$ cat src/rtl/tinytpu_seq_ctrl.sv
// Sequencer for a small systolic array: deserialises X/Y operands, steps the array, then serialises results.
// Optional even-parity bit after each result word when TINYTPU_CTRL_PARITY_EN is defined.
module tinytpu_seq_ctrl #(
    parameter int D_W   = 8,
    parameter int N     = 2,
    parameter int WORD  = 2,
    parameter int ACC_W = 16
) (
    input  logic                     clk,
    input  logic                     rst,
    input  logic                     data_in_x,
    input  logic                     data_in_y,
    input  logic                     load_en,
    input  logic                     init,
    output logic [D_W-1:0]           x_word,
    output logic [D_W-1:0]           y_word,
    output logic                     word_valid,
    output logic                     array_clear,
    output logic                     array_step,
    output logic [$clog2(N*N)-1:0]   res_sel,
    input  logic [ACC_W-1:0]         res_data,
    output logic                     data_out_z,
    output logic                     tx_ready
);

    localparam int NWORDS = N * WORD;
    localparam int STEPS  = WORD + 2 * N - 1;
    localparam int NRES   = N * N;
    localparam int BC_W   = $clog2(D_W + 1);
    localparam int WC_W   = $clog2(NWORDS + 1);
    localparam int SC_W   = $clog2(STEPS + 1);
    localparam int TC_W   = $clog2(ACC_W + 1);
    localparam int RS_W   = $clog2(NRES);

    localparam logic [BC_W-1:0] BIT_LAST  = BC_W'(D_W - 1);
    localparam logic [WC_W-1:0] WORD_LAST = WC_W'(NWORDS - 1);
    localparam logic [SC_W-1:0] STEP_LAST = SC_W'(STEPS - 1);
    localparam logic [TC_W-1:0] TX_LAST   = TC_W'(ACC_W - 1);
    localparam logic [RS_W-1:0] RES_LAST  = RS_W'(NRES - 1);

`ifdef TINYTPU_CTRL_PARITY_EN
    typedef enum logic [2:0] {IDLE, LOAD, COMPUTE, TX_LOAD, TX_SHIFT, TX_PAR} state_t;
`else
    typedef enum logic [2:0] {IDLE, LOAD, COMPUTE, TX_LOAD, TX_SHIFT} state_t;
`endif

    state_t            state;
    state_t            state_nxt;
    logic [D_W-1:0]    x_sr;
    logic [D_W-1:0]    y_sr;
    logic [BC_W-1:0]   bit_cnt;
    logic [WC_W-1:0]   word_cnt;
    logic [SC_W-1:0]   step_cnt;
    logic [TC_W-1:0]   tx_cnt;
    logic [ACC_W-1:0]  tx_sr;
`ifdef TINYTPU_CTRL_PARITY_EN
    logic              par;
`endif

    logic cap;
    logic word_done;
    logic last_word;
    logic step_last;
    logic tx_last;
    logic res_last;

    // Bits are only accepted while gathering operands; init always wins over load_en.
    assign cap       = load_en && !init && (state == IDLE || state == LOAD);
    assign word_done = cap && (bit_cnt == BIT_LAST);
    assign last_word = (word_cnt == WORD_LAST);
    assign step_last = (step_cnt == STEP_LAST);
    assign tx_last   = (tx_cnt == TX_LAST);
    assign res_last  = (res_sel == RES_LAST);

    always_ff @(posedge clk) begin
        if (rst) begin
            state       <= IDLE;
            x_sr        <= '0;
            y_sr        <= '0;
            x_word      <= '0;
            y_word      <= '0;
            word_valid  <= 1'b0;
            array_clear <= 1'b0;
            bit_cnt     <= '0;
            word_cnt    <= '0;
            step_cnt    <= '0;
            tx_cnt      <= '0;
            tx_sr       <= '0;
            res_sel     <= '0;
`ifdef TINYTPU_CTRL_PARITY_EN
            par         <= 1'b0;
`endif
        end else begin
            state       <= state_nxt;
            word_valid  <= 1'b0;
            array_clear <= init;
            if (init) begin
                bit_cnt  <= '0;
                word_cnt <= '0;
                step_cnt <= '0;
                tx_cnt   <= '0;
                res_sel  <= '0;
            end else begin
                if (cap) begin
                    // LSB arrives first, so shift in at the top and right-justify over D_W bits.
                    x_sr <= {data_in_x, x_sr[D_W-1:1]};
                    y_sr <= {data_in_y, y_sr[D_W-1:1]};
                    if (bit_cnt == BIT_LAST) begin
                        bit_cnt    <= '0;
                        x_word     <= {data_in_x, x_sr[D_W-1:1]};
                        y_word     <= {data_in_y, y_sr[D_W-1:1]};
                        word_valid <= 1'b1;
                        word_cnt   <= last_word ? '0 : word_cnt + 1'b1;
                    end else begin
                        bit_cnt <= bit_cnt + 1'b1;
                    end
                end
                case (state)
                    COMPUTE: begin
                        if (step_last) begin
                            step_cnt <= '0;
                            res_sel  <= '0;
                        end else begin
                            step_cnt <= step_cnt + 1'b1;
                        end
                    end
                    TX_LOAD: begin
                        tx_sr  <= res_data;
                        tx_cnt <= '0;
`ifdef TINYTPU_CTRL_PARITY_EN
                        par    <= ^res_data;
`endif
                    end
                    TX_SHIFT: begin
                        tx_sr <= tx_sr >> 1;
                        if (tx_last) begin
                            tx_cnt <= '0;
`ifndef TINYTPU_CTRL_PARITY_EN
                            res_sel <= res_last ? '0 : res_sel + 1'b1;
`endif
                        end else begin
                            tx_cnt <= tx_cnt + 1'b1;
                        end
                    end
`ifdef TINYTPU_CTRL_PARITY_EN
                    TX_PAR: begin
                        res_sel <= res_last ? '0 : res_sel + 1'b1;
                    end
`endif
                    default: ;
                endcase
            end
        end
    end

    always_comb begin
        state_nxt  = state;
        array_step = 1'b0;
        tx_ready   = 1'b0;
        data_out_z = 1'b0;
        if (init) begin
            state_nxt = IDLE;
        end else begin
            case (state)
                IDLE: begin
                    if (cap) state_nxt = (word_done && last_word) ? COMPUTE : LOAD;
                end
                LOAD: begin
                    if (word_done && last_word) state_nxt = COMPUTE;
                end
                COMPUTE: begin
                    if (step_last) state_nxt = TX_LOAD;
                end
                TX_LOAD: state_nxt = TX_SHIFT;
                TX_SHIFT: begin
                    if (tx_last) begin
`ifdef TINYTPU_CTRL_PARITY_EN
                        state_nxt = TX_PAR;
`else
                        state_nxt = res_last ? IDLE : TX_LOAD;
`endif
                    end
                end
`ifdef TINYTPU_CTRL_PARITY_EN
                TX_PAR: state_nxt = res_last ? IDLE : TX_LOAD;
`endif
                default: state_nxt = IDLE;
            endcase
        end
        case (state)
            COMPUTE: array_step = 1'b1;
            TX_SHIFT: begin
                tx_ready   = 1'b1;
                data_out_z = tx_sr[0];
            end
`ifdef TINYTPU_CTRL_PARITY_EN
            TX_PAR: begin
                tx_ready   = 1'b1;
                data_out_z = par;
            end
`endif
            default: ;
        endcase
    end

endmodule

$ cat config.mk
export PLATFORM = sky130hd
export DESIGN_NAME = tinytpu_seq_ctrl
export DESIGN_NICKNAME = d
export VERILOG_FILES = /design/src/rtl/tinytpu_seq_ctrl.sv
export SDC_FILE = /design/constraint.sdc
export NUM_CORES = 1
export LEC_CHECK = 0
export ABC_AREA = 1
export BUFFER_PORTS_ARGS = -buffer_cell sky130_fd_sc_hd__buf_2
export CORE_UTILIZATION = 58
export CTS_BUF_LIST = sky130_fd_sc_hd__clkbuf_8
export CTS_CLUSTER_DIAMETER = 150
export DETAILED_ROUTE_END_ITERATION = 10
export GPL_ROUTABILITY_DRIVEN = 0
export MAX_ROUTING_LAYER = met4
export PLACE_DENSITY = 0.82
export SLEW_MARGIN = 20
export SYNTH_ARGS = -nofsm -noshare
export SYNTH_HDL_FRONTEND = slang
export SYNTH_SLANG_ARGS = --single-unit
$ cat constraint.sdc
create_clock -name clk -period 1.7 [get_ports clk]
set_clock_uncertainty 0.1 [all_clocks]
set_input_delay 0 -clock clk [delete_from_list [all_inputs] [get_ports clk]]
set_output_delay 0 -clock clk [all_outputs]
set_load 0.005 [all_outputs]
==> flow_summary.json, run 1 <==
{
  "area_growth_syn_to_layout_pct": 24.11,
  "pre_cts_slack_ps": 143.6,
  "finalPower_mw": 3.170,
  "critPathKind": "reg2reg",
  "antenna_found_initial": 0,
  "initial_core_util_pct": 62.44,
  "grt_pass1_vias": 2485,
  "vias_per_cell": 5.241,
  "grt_pass1_wl_mm": 10.65,
  "clock_latency_ps": 340,
  "layout_setup_ws_ps": 170.8,
  "die_w_microns": 71.64,
  "whs_ps": 38.40,
  "syn_area_sq_um": 2813,
  "fin_tns_setup_ps": 0,
  "syn-num-nets": 402,
  "synth_top_area_share_pct": 48.40,
  "io-pin-count": 45,
  "synth_area_leaders": "dfxtp_1, o21ai_0, nand2_1",
  "cp-start-kind": "flip-flop",
  "synth_edf_count": 0,
  "wl_per_cell_microns": 12.55,
  "setup_viol": 0,
  "yosysTopAreaCell": "dfxtp_1",
  "hp-class": "in2reg",
  "reg2reg_slack_ps": 170,
  "fin_nets": 469,
  "synth_ff_type": "dfxtp_1",
  "timing.slew.headroom_pct": 75.00,
  "clock.fmax_mhz": 653.9,
  "drt_iter0_markers": 150,
  "yosys-top-cells-count": "dfxtp_1, nand2_1, nor2_1",
  "hold_violations": 0,
  "vias": 2610,
  "globalRouteTotalUtil_pct": 27.20,
  "clockRootBuffer": "clkbuf_8",
  "die-area_sq_um": 5132,
  "ys_types": 25,
  "cts_tree": "yes",
  "timing.final.crit_period_ps": 1529,
  "diodes": 0,
  "dp_hpwl_mm": 3.741,
  "path_max_fanout": 3,
  "gr-total-overflow": 0,
  "avgSynthCellArea_sq_um": 7.521,
  "yosysMostFrequentCell": "dfxtp_1",
  "status": "complete, no violations",
  "drc_errors": 0,
  "crit_required_ps": 1820,
  "drtAntennaViolNets": 0,
  "seq_area_frac_synth_pct": 48.40,
  "port_buffers": 44,
  "worst_pin_slew_ps": 374.6,
  "drt_first_pass_iters": 4,
  "finalCritPeriodShare_pct": 89.95,
  "ys_ff_latch": 68,
  "rows": 24,
  "vdd_ir_drop_max_mv": 0.6486,
  "drive_above_1_share_pct": 18.83,
  "h-tree-depth": 3,
  "worstPathArrival_ps": 1640,
  "drv_cap": 0,
  "clkSinkCount": 68,
  "leakage_nw": 1.522,
  "synthCells": 374,
  "grt_max_degree": 32,
  "numCtsBuffers": 9,
  "ys_warn_count": 0,
  "clk_path_buf_depth": 2,
  "pwr_density_cell_nw_per_um2": 908.0,
  "core_sq_um": 4504,
  "routed_wl_mm": 6.248,
  "worstSetupEndpointType": "flip-flop",
  "final_max_slew_viol_count": 0,
  "clkSlewWorstSetupHoldPaths_ps": 70,
  "cts_setup_buffers": 0,
  "fp.dieH_microns": 71.64,
  "async_flop_share_pct": 0
}
[cell families (layout without fill, tap and decap cells)]
| logic type | count (synthesis) | after routing | share of synthesized area (%) |
|---|---|---|---|
| compound gates | 106 | 106 | 19.35 |
| xor+xnor | 2 | 2 | 0.6229 |
| fa+ha+maj | 6 | 6 | 2.669 |
| buf+inv | 55 | 127 | 8.363 |
| flops | 68 | 68 | 48.40 |
| simple gates | 137 | 137 | 20.60 |
[final timing paths]
path / endpoint / startpoint / cells after the start
worst max-delay path: state[0]$_SDFFE_PP0P_ / bit_cnt[1]$_SDFFE_PP0N_ / 9
worst min-delay path: y_sr[4]$_SDFFE_PP0P_ / load_en / 3
worst max register to register: state[0]$_SDFFE_PP0P_ / bit_cnt[1]$_SDFFE_PP0N_ / 9
worst min register to register: tx_sr[1]$_SDFFE_PP0P_ / tx_sr[1]$_SDFFE_PP0P_ / 2
[critical path, stage by stage, from the launching register on]
cell and delay, ps:
dfxtp_1 360, ha_1 190, nand2_1 60, nor2_1 140, buf_4 150, nand3_1 110, nand2_1 100, inv_1 50
a21oi_1 110, nor2_1 50
[power breakdown]
part	leakage, nW	internal (mW)	switching, mW	total (mW)
Sequential	0.551	1.62	0.0159	1.64
Clock	0.107	0.747	0.578	1.32
Combinational	0.865	0.0956	0.113	0.209
Total	1.52	2.46	0.707	3.17
[sequential cells by signal (all words and copies together) (netlist names)]
| name | flops |
|---|---|
| tx_sr | 16 |
| x_word | 8 |
| y_word | 8 |
| x_sr | 7 |
| y_sr | 7 |
| tx_cnt | 5 |
| bit_cnt | 4 |
| state | 3 |
| step_cnt | 3 |
| word_cnt | 3 |
| res_sel | 2 |
| array_clear | 1 |
| word_valid | 1 |
[layer usage]
| metal | part of all wire (%) | track usage, % | up-vias |
|---|---|---|---|
| li1 | - | - | 1347 |
| met1 | 43 | 31.57 | 1178 |
| met2 | 50 | 45.39 | 71 |
| met3 | 4.1 | 4.782 | 14 |
| met4 | 2.0 | 13.51 | 0 |
| met5 | 0 | - | - |
[layout make-up]
class | count | area (sq um)
Clock buffer | 11 | 151.4
Inverter | 39 | 151.4
Tap cell | 52 | 65.06
Clock inverter | 5 | 51.30
Multi-Input combinational cell | 251 | 1229
Fill cell | 329 | 1013
Sequential cell | 68 | 1363
Timing Repair Buffer | 71 | 475.5
Timing Repair inverter | 1 | 5.005
[metrics by stage]
step / instance area (sq um) / utilization [%] / instances
2_1_floorplan: 2813 / - / 374
3_3_place_gp: 3054 / 67.81 / 460
3_5_place_dp: 3054 / 67.81 / 460
4_1_cts: 3467 / 76.97 / 497
5_1_grt: 3491 / 77.50 / 498
6_report: 3491 / 77.50 / 498
[cell usage in the layout (no fill, tap or decap), types with 9 or more instances in the layout]
master | netlist | layout
buf_2 | 5 | 44
inv_1 | 33 | 33
nand3_1 | 11 | 11
dlygate4sd3_1 | 0 | 21
o21ai_1 | 9 | 9
nor2_1 | 50 | 50
clkbuf_8 | 0 | 11
a21oi_1 | 44 | 44
nand2_1 | 63 | 63
o21ai_0 | 48 | 48
dfxtp_1 | 68 | 67
[repair_timing]
| item | 4_1_cts | 5_1_grt |
|---|---|---|
| hold endpoints to repair | 28 | 0 |
| hold buffers | 21 | 0 |
| gates resized for setup | 0 | 5 |
| setup endpoints to repair | 0 | 19 |
Power figures use the tool's default switching activity.
==> run 2, diff against run 1 <==
--- a/config.mk
+++ b/config.mk
@@ -13,7 +13,7 @@
 export DETAILED_ROUTE_END_ITERATION = 10
 export GPL_ROUTABILITY_DRIVEN = 0
 export MAX_ROUTING_LAYER = met4
-export PLACE_DENSITY = 0.82
+export PLACE_DENSITY = 0.8
 export SLEW_MARGIN = 20
 export SYNTH_ARGS = -nofsm -noshare
 export SYNTH_HDL_FRONTEND = slang
==> flow_summary.json, run 2 (same netlist as run 1, synthesis figures left out) <==
{
  "vdd_ir_drop_max_mv": 0.6656,
  "final_cell_mix": "dfxtp_1, nand2_1, nor2_1",
  "diodes": 0,
  "cp-start-kind": "flip-flop",
  "final_max_slew_viol_count": 0,
  "mostFrequentLayoutCell": "dfxtp_1",
  "multi_input_area_sq_um": 1221,
  "drtAntennaViolNets": 0,
  "rows": 24,
  "drv_cap": 0,
  "fillers": 317,
  "globalRouteTotalUtil_pct": 26.19,
  "setup_viol": 0,
  "h-tree-depth": 3,
  "top_register": "tx_sr",
  "drc_errors": 0,
  "gr-total-overflow": 0,
  "die_w_microns": 71.64,
  "worstPathArrival_ps": 1630,
  "crit_required_ps": 1810,
  "die-area_sq_um": 5132,
  "core_sq_um": 4504,
  "vias": 2574,
  "timing.final.crit_period_ps": 1518,
  "hold_violations": 0,
  "clkSinkCount": 68,
  "path_max_fanout": 4,
  "fin_nets": 474,
  "fin_tns_setup_ps": 0,
  "status": "complete, no violations",
  "drt_iter0_markers": 155,
  "place_area_sq_um": 3092,
  "clock_latency_ps": 330,
  "hp-class": "reg2reg",
  "pwr_density_cell_nw_per_um2": 920.1,
  "leakage_nw": 1.557,
  "biggestRegsByFlops": "tx_sr: 16 flops, x_word: 8 flops, y_word: 8 flops",
  "critPathKind": "reg2reg",
  "seq_area_sq_um": 1363,
  "cts_setup_buffers": 0,
  "clkSlewWorstSetupHoldPaths_ps": 70,
  "grt_max_degree": 32,
  "clock.fmax_mhz": 658.6,
  "timing.slew.headroom_pct": 76.17,
  "drive_above_1_share_pct": 19.11,
  "numCtsBuffers": 9,
  "dp_hpwl_mm": 3.827,
  "routed_wl_mm": 5.989,
  "cts_tree": "yes",
  "wl_per_cell_microns": 11.93,
  "grt_pass1_vias": 2435,
  "initial_core_util_pct": 62.44,
  "antenna_found_initial": 0,
  "area_growth_syn_to_layout_pct": 25.27,
  "io-pin-count": 45,
  "clockRootBuffer": "clkbuf_8",
  "worstSetupEndpointType": "flip-flop",
  "port_buffers": 44,
  "rsz0062_at_grt": "no",
  "worst_pin_slew_ps": 357.1,
  "stdcell_area_sq_um": 3523,
  "finalCritPeriodShare_pct": 89.32,
  "drt_first_pass_iters": 4,
  "grt_pass1_wl_mm": 10.35,
  "vias_per_cell": 5.127,
  "clk_path_buf_depth": 2,
  "fp.dieH_microns": 71.64,
  "largest_reg_flops": 16
}
-- run 2: metrics by stage --
| stage | setup slack [ps] | cells | util [%] | power, mW | hold slack [ps] |
|---|---|---|---|---|---|
| 5_1_grt | 11.21 | 502 | 78.22 | 3.357 | 370.0 |
| 3_3_place_gp | 191.3 | 465 | 68.64 | 1.834 | 165.2 |
| 6_report | 181.6 | 502 | 78.22 | 3.242 | 344.6 |
| 2_1_floorplan | 244.2 | 374 | - | 1.774 | -21.53 |
| 3_5_place_dp | 132.7 | 465 | 68.64 | 1.839 | 172.4 |
| 4_1_cts | 133.1 | 502 | 78.08 | 3.253 | 344.8 |
-- run 2: worst paths after layout --
check                           depth (start not counted)                      to                    from  slack, ps
worst max-delay path                                    7   state[0]$_SDFFE_PP0P_  tx_cnt[0]$_SDFFE_PP0P_        180
worst min-delay path                                    2  tx_cnt[4]$_SDFFE_PP0P_  tx_cnt[4]$_SDFFE_PP0P_        340
worst max register to register                          7   state[0]$_SDFFE_PP0P_  tx_cnt[0]$_SDFFE_PP0P_        180
worst min register to register                          2  tx_cnt[4]$_SDFFE_PP0P_  tx_cnt[4]$_SDFFE_PP0P_        340
-- run 2: final cells by class --
type	count	area share, %
flip-flops and latches	68	38.67
multi-input cells	251	34.66
repair buffers	77	14.84
inverters	39	4.155
clock buffers	9	3.516
clock inverters	6	2.308
well taps	52	1.847
-- run 2: timing repair --
action / 4_1_cts / 5_1_grt
endpoints found under the setup margin: 0 / 10
hold endpoints to repair: 30 / 0
hold buffers: 22 / 0
gates resized for setup: 0 / 2
-- run 2: layer usage --
metal | global-route usage [%] | vias to the layer above | share of wire [%]
met2 | 43.61 | 43 | 49
met4 | 10.24 | 0 | 1.1
li1 | - | 1358 | -
met5 | - | - | 0
met1 | 31.75 | 1168 | 47
met3 | 4.360 | 5 | 2.9
-- run 2: critical path: stages (launching register included) --
cell and delay, ps:
dfxtp_1 340, ha_1 230, nand3_1 110, nor2_1 70, nor2_1 240, nor2_1 110
a21oi_1 150, nor2_1 50
-- run 2: power breakdown --
part           switching (mW)  total (mW)  internal [mW]
Combinational           0.111       0.211          0.101
Clock                   0.588        1.40          0.807
Sequential             0.0157        1.64           1.62
Total                   0.714        3.24           2.53
==> run 3, diff against run 2 <==
--- a/config.mk
+++ b/config.mk
@@ -7,6 +7,8 @@
 export LEC_CHECK = 0
 export ABC_AREA = 1
 export BUFFER_PORTS_ARGS = -buffer_cell sky130_fd_sc_hd__buf_2
+export CORE_ASPECT_RATIO = 0.7
+export CORE_MARGIN = 4
 export CORE_UTILIZATION = 58
 export CTS_BUF_LIST = sky130_fd_sc_hd__clkbuf_8
 export CTS_CLUSTER_DIAMETER = 150
==> flow_summary.json, run 3 (same netlist as run 1, synthesis figures left out) <==
{
  "pwr_density_cell_nw_per_um2": 896.9,
  "grt_pass1_wl_mm": 11.64,
  "final_cell_mix": "dfxtp_1, nand2_1, nor2_1",
  "drt_first_pass_iters": 4,
  "path_max_fanout": 19,
  "vdd_ir_drop_max_mv": 0.5349,
  "numCtsBuffers": 9,
  "reg2reg_slack_ps": 140,
  "drive_above_1_share_pct": 18.71,
  "rsz0062_at_grt": "yes",
  "worstPathArrival_ps": 1770,
  "clock_latency_ps": 350,
  "grt_pass1_vias": 2609,
  "status": "complete, no violations",
  "diodes": 0,
  "grt_use_met2_pct": 39.87,
  "timing.rr.start": "bit_cnt[0]$_SDFFE_PP0N_",
  "vias_per_cell": 5.274,
  "gr-total-overflow": 0,
  "hold_end": "tx_sr[5]$_SDFFE_PP0P_",
  "hp-class": "reg2reg",
  "setup_viol": 0,
  "dp.cells": 466,
  "seq_area_sq_um": 1361,
  "vias": 2658,
  "area_growth_syn_to_layout_pct": 24.60,
  "fin_tns_setup_ps": 0,
  "grt.busiest_layer": "met2",
  "fin_nets": 472,
  "stdcell_area_sq_um": 3505,
  "drv_cap": 0,
  "timing.final.crit_period_ps": 1632,
  "globalRouteTotalUtil_pct": 25.13,
  "clkSlewWorstSetupHoldPaths_ps": 70,
  "wl_per_cell_microns": 13.50,
  "drtAntennaViolNets": 0,
  "cp-start-kind": "input port",
  "finalCritPeriodShare_pct": 95.98,
  "clockRootBuffer": "clkbuf_8",
  "core_sq_um": 4504,
  "worstSetupEndpointType": "flip-flop",
  "gr-usage-met1_pct": 29.84,
  "hold_violations": 0,
  "leakage_nw": 1.547,
  "place_area_sq_um": 3080,
  "final_max_slew_viol_count": 0,
  "die-area_sq_um": 6046,
  "port_buffers": 44,
  "dp_hpwl_mm": 4.051,
  "drt_iter0_markers": 121,
  "worst_pin_slew_ps": 463.9,
  "biggestRegsByFlops": "tx_sr: 16 flops, x_word: 8 flops, y_word: 8 flops",
  "critPathKind": "in2reg",
  "drc_errors": 0,
  "mostFrequentLayoutCell": "dfxtp_1",
  "initial_core_util_pct": 62.44,
  "rows": 20,
  "top_register": "tx_sr",
  "routed_wl_mm": 6.805,
  "clk_path_buf_depth": 2,
  "met3_usage_pct": 8.532,
  "cts_tree": "yes",
  "clkSinkCount": 68,
  "largest_reg_flops": 16,
  "antenna_found_initial": 0,
  "crit_required_ps": 1840,
  "io-pin-count": 45,
  "r2r-end": "y_word[4]$_SDFFE_PP0P_",
  "timing.slew.headroom_pct": 69.04,
  "fillers": 324,
  "reg2reg_depth": 7,
  "instances_no_fill": 504,
  "h-tree-depth": 3,
  "finalPower_mw": 3.143,
  "multi_input_area_sq_um": 1224,
  "clock.fmax_mhz": 612.9,
  "whs_path_depth": 2,
  "fp.dieH_microns": 66.27,
  "hp-start": "tx_sr[5]$_SDFFE_PP0P_",
  "whs_ps": 344.7,
  "grt_max_degree": 32,
  "die_w_microns": 91.24
}
==> run 3: critical path: stages <==
cell           delay (ps)
dlygate4sd3_1         550
buf_2                 150
inv_2                 130
nand2_2               100
nor2_4                220
nand2_2               110
buf_4                 220
o21ai_0               230
nor2_1                 60
==> run 3: area by class of cell <==
class | count | share of cell area (%)
clock inverter | 6 | 1.607
sequential | 68 | 38.84
inverter | 39 | 4.248
tap | 55 | 1.964
timing repair buffer | 75 | 14.49
multi-input combinational | 251 | 34.92
clock buffer | 10 | 3.927
==> run 3: power breakdown <==
part           leakage (nW)  switching (mW)  internal, mW  total, mW
clock network         0.109           0.588         0.704       1.29
logic                 0.888           0.117        0.0989      0.216
registers             0.551          0.0160          1.62       1.64
total                  1.55           0.721          2.42       3.14
==> run 3: layer usage <==
metal | part of all wire, % | up-vias
met5 | 0 | -
met4 | 2.5 | 0
met3 | 4.9 | 18
met2 | 47 | 74
met1 | 46 | 1204
li1 | - | 1362
==> run 3: stage by stage <==
| stage | setup slack (ps) | util [%] |
|---|---|---|
| 5_1_grt | -11.79 | 77.81 |
| 6_report | 68.42 | 77.81 |
| 4_1_cts | 139.7 | 77.58 |
| 3_5_place_dp | 150.7 | 68.39 |
| 2_1_floorplan | 244.2 | - |
| 3_3_place_gp | 170.0 | 68.39 |
==> run 3: repair_timing <==
action,in CTS,in global routing
hold endpoints to repair,30,0
setup endpoints to repair,0,7
hold buffers,22,0
gates resized for setup,0,3
buffers inserted,0,0
==> run 3: worst max path at each step <==
stage,depth (start not counted),to,slack [ps],from
after detailed placement,6,tx_sr[1]$_SDFFE_PP0P_,150,state[2]$_SDFFE_PP0P_
after global placement,9,state[0]$_SDFFE_PP0P_,170,bit_cnt[0]$_SDFFE_PP0N_
final,9,y_word[4]$_SDFFE_PP0P_,70,init
after global routing,9,state[0]$_SDFFE_PP0P_,-10,bit_cnt[0]$_SDFFE_PP0N_
after CTS,6,tx_sr[1]$_SDFFE_PP0P_,140,state[2]$_SDFFE_PP0P_
after floorplan,8,word_cnt[0]$_SDFFE_PP0P_,240,bit_cnt[0]$_SDFFE_PP0N_
